### src/rtl/exp_int_pkg.sv
// Shared definitions for the exception/interrupt controller: FSM states,
// default sizing and a highest-set-bit helper used for priority and nesting.
package exp_int_pkg;

    localparam int NUM_SRC_DEF     = 3;
    localparam int SYNC_STAGES_DEF = 2;
    localparam int MAX_SRC         = 32;

    typedef enum logic {
        IDLE = 1'b0,
        REQ  = 1'b1
    } state_e;

    // Index of the highest set bit, or -1 when the vector is empty.
    function automatic int highest_idx(input logic [MAX_SRC-1:0] vec);
        int idx;
        idx = -1;
        for (int i = 0; i < MAX_SRC; i++) begin
            if (vec[i]) idx = i;
        end
        return idx;
    endfunction

endpackage

### src/rtl/irq_sync_edge.sv
// Multi-flop synchroniser for one asynchronous interrupt line, followed by a
// rising-edge detector producing a one-cycle pulse in the clk domain.
module irq_sync_edge
    import exp_int_pkg::*;
#(
    parameter int SYNC_STAGES = SYNC_STAGES_DEF
) (
    input  logic clk,
    input  logic rst,
    input  logic irq_i,
    output logic rise_o
);

    logic [SYNC_STAGES-1:0] sync_q;
    logic                   hist_q;

    // History resets low, so a line already high at release yields one edge.
    always_ff @(posedge clk or posedge rst) begin
        if (rst) begin
            sync_q <= '0;
            hist_q <= 1'b0;
        end else begin
            sync_q <= {sync_q[SYNC_STAGES-2:0], irq_i};
            hist_q <= sync_q[SYNC_STAGES-1];
        end
    end

    assign rise_o = sync_q[SYNC_STAGES-1] & ~hist_q;

endmodule

### src/rtl/exp_int_ctrl.sv
// Interrupt front end for CP0: latches pending edges, arbitrates eligible
// sources by priority, holds a one-hot request until Ack, tracks nesting.
module exp_int_ctrl
    import exp_int_pkg::*;
#(
    parameter int NUM_SRC     = NUM_SRC_DEF,
    parameter int SYNC_STAGES = SYNC_STAGES_DEF
) (
    input  logic               clk,
    input  logic               rst,
    input  logic [NUM_SRC-1:0] IrqIn,
    input  logic [NUM_SRC-1:0] IrqMask,
    input  logic               GlobalBlock,
    input  logic               Ack,
    input  logic               Eret,
    output logic               ExpReq,
    output logic [NUM_SRC-1:0] ExpSrc,
    output logic [NUM_SRC-1:0] Pending,
    output logic [NUM_SRC-1:0] InService
);

    // One extra bit so that "no level" (-1) sorts below every index.
    localparam int LW = $clog2(NUM_SRC) + 1;

    state_e             state_q, state_d;
    logic [NUM_SRC-1:0] exp_src_q, exp_src_d;
    logic [NUM_SRC-1:0] pending_q, pending_d;
    logic [NUM_SRC-1:0] in_service_q, in_service_d;

    logic [NUM_SRC-1:0] rise;
    logic [NUM_SRC-1:0] eligible;
    logic [NUM_SRC-1:0] win_onehot;
    logic [NUM_SRC-1:0] accept_vec;
    logic signed [LW-1:0] is_lvl;
    logic signed [LW-1:0] win_idx;

    for (genvar g = 0; g < NUM_SRC; g++) begin : gen_sync
        irq_sync_edge #(
            .SYNC_STAGES(SYNC_STAGES)
        ) u_sync (
            .clk   (clk),
            .rst   (rst),
            .irq_i (IrqIn[g]),
            .rise_o(rise[g])
        );
    end

    always_comb begin
        eligible   = '0;
        win_onehot = '0;
        is_lvl     = LW'(highest_idx(MAX_SRC'(in_service_q)));
        for (int i = 0; i < NUM_SRC; i++) begin
            eligible[i] = pending_q[i] & IrqMask[i] & ~GlobalBlock
                          & ($signed(LW'(i)) > is_lvl);
        end
        win_idx = LW'(highest_idx(MAX_SRC'(eligible)));
        for (int i = 0; i < NUM_SRC; i++) begin
            win_onehot[i] = (win_idx == $signed(LW'(i)));
        end
    end

    assign accept_vec = ((state_q == REQ) && Ack) ? exp_src_q : '0;

    // A fresh edge on the source being accepted keeps it pending.
    always_comb begin
        pending_d    = (pending_q & ~accept_vec) | rise;
        in_service_d = in_service_q;
        for (int i = 0; i < NUM_SRC; i++) begin
            if (Eret && (is_lvl == $signed(LW'(i)))) in_service_d[i] = 1'b0;
        end
        in_service_d = in_service_d | accept_vec;
    end

    always_comb begin
        state_d   = state_q;
        exp_src_d = exp_src_q;
        case (state_q)
            IDLE: begin
                if (|eligible) begin
                    exp_src_d = win_onehot;
                    state_d   = REQ;
                end
            end
            REQ: begin
                // Acceptance wins over a simultaneous mask/block withdrawal.
                if (Ack) begin
                    exp_src_d = '0;
                    state_d   = IDLE;
                end else if (GlobalBlock || ((exp_src_q & IrqMask) == '0)) begin
                    exp_src_d = '0;
                    state_d   = IDLE;
                end
            end
            default: begin
                exp_src_d = '0;
                state_d   = IDLE;
            end
        endcase
    end

    always_ff @(posedge clk or posedge rst) begin
        if (rst) begin
            state_q      <= IDLE;
            exp_src_q    <= '0;
            pending_q    <= '0;
            in_service_q <= '0;
        end else begin
            state_q      <= state_d;
            exp_src_q    <= exp_src_d;
            pending_q    <= pending_d;
            in_service_q <= in_service_d;
        end
    end

    assign ExpReq    = (state_q == REQ);
    assign ExpSrc    = exp_src_q;
    assign Pending   = pending_q;
    assign InService = in_service_q;

endmodule

### config.mk
export PLATFORM = sky130hd
export DESIGN_NAME = exp_int_ctrl
export DESIGN_NICKNAME = d
export VERILOG_FILES = /design/src/rtl/exp_int_pkg.sv /design/src/rtl/irq_sync_edge.sv /design/src/rtl/exp_int_ctrl.sv
export SDC_FILE = /design/constraint.sdc
export NUM_CORES = 1
export LEC_CHECK = 0
export CELL_PAD_IN_SITES_DETAIL_PLACEMENT = 1
export CELL_PAD_IN_SITES_GLOBAL_PLACEMENT = 1
export CORE_UTILIZATION = 25
export DETAILED_ROUTE_END_ITERATION = 16
export PLACE_DENSITY = 0.59
export SLEW_MARGIN = 20
export SYNTH_ARGS = -nofsm -noshare
export SYNTH_HDL_FRONTEND = slang
export SYNTH_HIERARCHICAL = 1
export SYNTH_SLANG_ARGS = --single-unit
### constraint.sdc
create_clock -name clk -period 1.4 [get_ports clk]
set_input_delay 0.35 -clock clk [delete_from_list [all_inputs] [get_ports clk]]
set_output_delay 0.35 -clock clk [all_outputs]
set_load 0.01 [all_outputs]
=== Yosys cells after proc, flatten, opt, wreduce, memory -nomap -nowiden ===
Index checks and enable logic that the tools add are counted.

* Bits in registers: 19
* Input port bits: 11
* Output and inout bits: 10
* Logic and storage cells: 69

* Order comparisons: 3
* Equal/unequal tests: 6
* Mux-type cells: 18
* Bitwise logic cells: 22
* Reduce and logical (&&, ||, !) cells: 10

{| class="wikitable"
|+ Operator list
! kind !! count
|-
| two-way mux 3 bit || 10
|-
| bitwise AND 1 bit || 12
|-
| logical NOT 3 bit || 3
|-
| bitwise AND 3 bit || 2
|-
| equality test 3 x 2 -> 1 bit (second input constant) || 2
|-
| equality test 3 bit (second input constant) || 2
|-
| two-way mux 1 bit || 6
|-
| bitwise OR 3 bit || 2
|-
| one-hot mux 3 bit (2 select lines) || 1
|-
| NOT 1 bit || 5
|-
| logical AND 1 bit || 4
|-
| greater-than comparator 1 x 3 -> 1 bit (first input constant) || 1
|-
| greater-than comparator 2 x 3 -> 1 bit (first input constant) || 1
|-
| greater-than comparator 3 bit (first input constant) || 1
|-
| inequality test 3 x 2 -> 1 bit (second input constant) || 1
|-
| NOT 3 bit || 1
|-
| OR reduction 3 bit || 1
|-
| inequality test 2 bit (second input constant) || 1
|-
| one-hot mux 1 bit (2 select lines) || 1
|-
| AND reduction 2 bit || 1
|-
| logical OR 1 bit || 1
|}

=== Longest topological paths before layout ===
* Depth in word-level cells: 11
* Mapped depth: 4
* Depth with buffers taken out: 3

=== Hierarchy ===
Netlist, hierarchy kept.

{| class="wikitable"
|+ Modules (own cells, without submodules)
! module !! times used !! cells an instance !! area an instance (µm²) !! seq. area each (µm²)
|-
| exp_int_ctrl || 1 || 50 || 513.0 || 250.2
|-
| irq_sync_edge || 3 || 5 || 92.6 || 75.1
|}

=== Worst setup path after synthesis ===
No wires, ideal clock.

* Path kind: reg-to-reg
* From: reg state_q, in the netlist ExpReq
* To: reg exp_src_q[1], in the netlist ExpSrc[1]
* Library setup time: 0.069 ns
* Arrival: 1.289 ns
* Data required time: 1.331 ns
* Slack: 0.042 ns
* Cell stages (with the launch flop): 5
* Path buffers: 1
* Clock period less this slack: 1.358 ns
* Path through: dfrtp_1 > buf_4 > or3b_1 > or3b_1 > nand3_1

* Word-level cells in the longest chain between the ends: 3
* Elaborated cells between the ends (all ways): 5
* Classes of those cells: eq/ne: 2; mux: 1; bitwise: 1; reduce/logical: 1

{| class="wikitable"
|+ Ends and longest elaborated chain
! element !! RTL line !! RTL
|-
| start, declared || exp_int_ctrl.sv:25 || <nowiki>state_e state_q, state_d;</nowiki>
|-
| start signal, assigned || exp_int_ctrl.sv:108 || <nowiki>state_q <= state_d;</nowiki>
|-
| NOT 1 bit || n/a ||
|-
| inequality test 2 bit (no line) || n/a ||
|-
| AND reduction 2 bit (no line) || n/a ||
|-
| end signal, assigned || exp_int_ctrl.sv:109 || <nowiki>exp_src_q <= exp_src_d;</nowiki>
|-
| end, declared || exp_int_ctrl.sv:26 || <nowiki>logic [NUM_SRC-1:0] exp_src_q, exp_src_d;</nowiki>
|}

Several ways; a longest one is shown, not always the timed one.
A chain may end at the register's enable or synchronous reset.

=== Worst setup path in the final report ===
* From: in IrqMask[0]
* To: reg exp_src_q[2], in the netlist ExpSrc[2]

* Word-level cells in the longest chain between the ends: 9
* Elaborated cells between the ends (all ways): 16
* Classes of those cells: eq/ne: 3; mux: 5; bitwise: 4; reduce/logical: 4

{| class="wikitable"
|+ Ends and longest elaborated chain
! element !! RTL line !! RTL
|-
| start, declared || exp_int_ctrl.sv:12 || <nowiki>input logic [NUM_SRC-1:0] IrqMask,</nowiki>
|-
| bitwise AND 1 bit (2 in series) || exp_int_ctrl.sv:53 || <nowiki>eligible[i] = pending_q[i] & IrqMask[i] & ~GlobalBlock</nowiki>
|-
| bitwise AND 1 bit || exp_int_ctrl.sv:54 || <nowiki>& ($signed(LW'(i)) > is_lvl);</nowiki>
|-
| two-way mux 3 bit (3 in series) || exp_int_pkg.sv:19 || <nowiki>if (vec[i]) idx = i;</nowiki>
|-
| equality test 3 bit || exp_int_ctrl.sv:58 || <nowiki>win_onehot[i] = (win_idx == $signed(LW'(i)));</nowiki>
|-
| two-way mux 3 bit || exp_int_ctrl.sv:79 || <nowiki>if (|eligible) begin</nowiki>
|-
| one-hot mux 3 bit (2 select lines) || exp_int_ctrl.sv:77 || <nowiki>case (state_q)</nowiki>
|}

Several ways; a longest one is shown, not always the timed one. The select of a mux whose other input is x is not followed.

==> summary.txt <==
STA
  – Slew headroom: 72.55%
  – Final setup violation count: 0
  – Final Hold Viols: 0
  – RSZ-0062 raised after global routing: yes
  – Max Slew Vio Count: 0
  – Fmax: 0.7173 GHz
  – Worst Skew: approximately 1.2 ps
  – Tmin final: 1394 ps
  – Fin crit share: 99.58%
  – Final setup margin: slightly below 6 ps
  – Tightest Pin Transition: 411.3 ps

Synthesis
  – Synth Instances: 65
  – Mapped Nets: 76
  – Synth area leaders: dfrtp_1 60%, nor2b_4 5.2%, or3b_1 3.3%
  – Largest area contributor in the synthesized netlist: dfrtp_1
  – Cell variety after synth: 25
  – Synth Cell Area: a little under 800 um2
  – Post-synthesis sequential area ratio: roughly three fifths
  – Ys Warns: 6
  – Share of the synthesized area in the top cell type: roughly 60%
  – Syn_area_per_cell: 12.17 um2
  – Post-synthesis register bit count: 19

Worst setup path
  – R2R depth: 4
  – Crit end category: flop
  – R2r setup slk: 6 ps
  – FF-to-FF Start: ExpReq
  – Crit-path max FO: 4
  – CP required: 1590 ps
  – Worst path bufs/invs: 2
  – CP Launch Type: primary input
  – CP Cell Sequence: clkdlybuf4s50_1, a222oi_1, buf_4, o22ai_2, a31o_2
  – Slowest stage cell, crit path: clkdlybuf4s50_1
  – CP max stage delay: 450 ps
  – Worst setup path class: primary input to flop
  – FF-to-FF End: ExpSrc[1]
  – Crit path DAT: 1580 ps
  – CP top delay family: buffers and inverters

CTS
  – CTS tree: yes
  – Clock tree sinks: 19
  – Clock latency on the worst-skew pair: 290 ps
  – Clock Tree Buf Depth: 2
  – CTS Buf Count: 3
  – Clock Root Buffer: clkbuf_4
  – Clk slew on worst S/H paths: around 100 ps
  – Htree depth: 1

GRT
  – Overflow after GRT: 0
  – Vias in the first global route: 755
  – Largest net degree at the start of global routing: 12
  – Routing usage on met3: under 10%
  – Antenna violations before repair: 0
  – GR Util met2: 22.66%
  – GRT Total Usage: a little over an eighth
  – Global-route wire length before repair: approximately 3400 um
  – Global-route layer with the greatest usage: met2
  – M1 GR Usage: 16.60%

Drt
  – Drt first pass iters: 4
  – Vias: 672
  – Via density: around 4.4
  – DRC Markers: 0
  – Iteration-0 DRC Markers: 11
  – Post-DRT Antenna Nets: 0
  – WL/cell: 13.01 um
  – WL final: 1991 um

Floorplanning
  – Ports: 21
  – Die height: 58.24 um
  – Starting Density: 26.12%
  – Die area: 0.003392 mm2
  – Floorplan row count: 20
  – Placeable Area: 0.003028 mm2
  – DIE WIDTH: between 50 and 60 um

Placed design
  – HPWL Detailed: 1478 um
  – I/O Buffers: 20
  – Setup slack at placement: -359.3 ps
  – GPL Wtd Cong: 0.7536

Flow run
  – Max cap viols: 0

Finish
  – Nets: 121
  – Fraction of layout cells with a size suffix above 1: 35.78%
  – Final Util: 41.53%
  – Most frequent cells in the layout: 19 x dfrtp_1, 19 x buf_4, 12 x dlygate4sd2_1, 8 x clkdlybuf4s50_1, 6 x inv_1
  – Ant diodes: 0
  – Area grow syn2layout: 59.02%

Pwr
  – Peak supply drop: roughly 0.00056 V
  – Power per cell area: 1537 mW/mm2
  – Leak Pwr: 0.0006012 uW

Run status
  – Status: finished clean

Worst hold path
  – Worst hold path type: primary input to async pin
[routing by layer]
layer | up-vias | wire length (um)
met2 | 16 | 1024
met3 | 2 | 94
met5 | - | 0
met4 | 0 | 10
met1 | 330 | 862
li1 | 324 | -
[flip-flops by register name (all words and copies together), names as in the netlist]
name,cells
InService,3
ExpSrc,3
ExpReq,1
gen_sync.u_sync/sync_q,6
gen_sync.u_sync/hist_q,3
Pending,3
[cells in the mapped netlist]
master,number
a31o_2,1
nand4bb_1,1
o21ai_0,3
nand3_1,5
inv_1,6
or3b_1,3
or4bb_2,1
or3_1,1
and2_1,1
and3b_1,1
dfrtp_1,19
buf_4,1
nor2b_4,3
nand2b_1,1
a21oi_1,1
a21o_1,3
nand2_1,4
o22ai_1,1
o2111ai_1,2
nor3_1,1
a31oi_1,1
a222oi_1,1
o31a_2,1
nand4_1,2
nand3b_1,1
[metrics by stage]
stage,setup TNS [ps],power [uW],area [um2],std cells,hold WS (ps)
after floorplan,0,1075,790.8,65,103.6
after global placement,-1173,1489,1129,140,332.7
after CTS,0,1860,1209,151,299.6
after global routing,-108.5,2076,1257,153,298.3
after detailed placement,-1301,1505,1129,140,336.3
final,0,1933,1257,153,308.3
[worst max path at each step]
stage          startpoint         to  slack (ps)  cells past startpoint
3_3_place_gp          Ack  ExpSrc[0]        -310                      4
2_1_floorplan      ExpReq  ExpSrc[1]          40                      4
4_1_cts         ExpSrc[2]  ExpSrc[2]           5                      5
6_report       IrqMask[0]  ExpSrc[2]           6                      5
3_5_place_dp          Ack  ExpSrc[2]        -360                      4
5_1_grt            ExpReq  ExpSrc[1]         -50                      4
[cell families (layout without fill, tap and decap cells)]
| logic type | after synthesis | in the layout | share of synthesized area, % |
|---|---|---|---|
| and+or+nand+nor | 25 | 25 | 23.26 |
| buffers and inverters | 7 | 51 | 3.798 |
| AOI/OAI and AO/OA | 14 | 14 | 12.82 |
| DFF | 19 | 19 | 60.13 |
[area by class of cell]
class / instances / area, um2
Inverter: 6 / 22.52
Multi-Input combinational cell: 39 / 326.6
Timing Repair Buffer: 41 / 350.3
Sequential cell: 19 / 475.5
Fill cell: 338 / 1770
Tap cell: 44 / 55.05
Clock buffer: 3 / 22.52
Clock inverter: 1 / 5.005
[worst register-to-register path: stages, from the launching register on]
cell and delay (ps):
dfrtp_1 390, buf_6 110, or3b_4 370, or3b_4 400, nand3_2 60
[where the power goes]
group / switching [uW] / leakage [uW] / total [uW] / internal (uW)
Sequential: 67.0 / 0.000226 / 724 / 657
Clock: 160 / 0.0000177 / 266 / 106
Combinational: 407 / 0.000357 / 943 / 536
[repair_timing]
action                                  4_1_cts  5_1_grt
pin swaps                                     3        3
hold buffers                                  0        0
setup buffers                                 7        2
endpoints found under the setup margin       13        3
gates resized for setup                      17        7
Power figures use the tool's default switching activity.
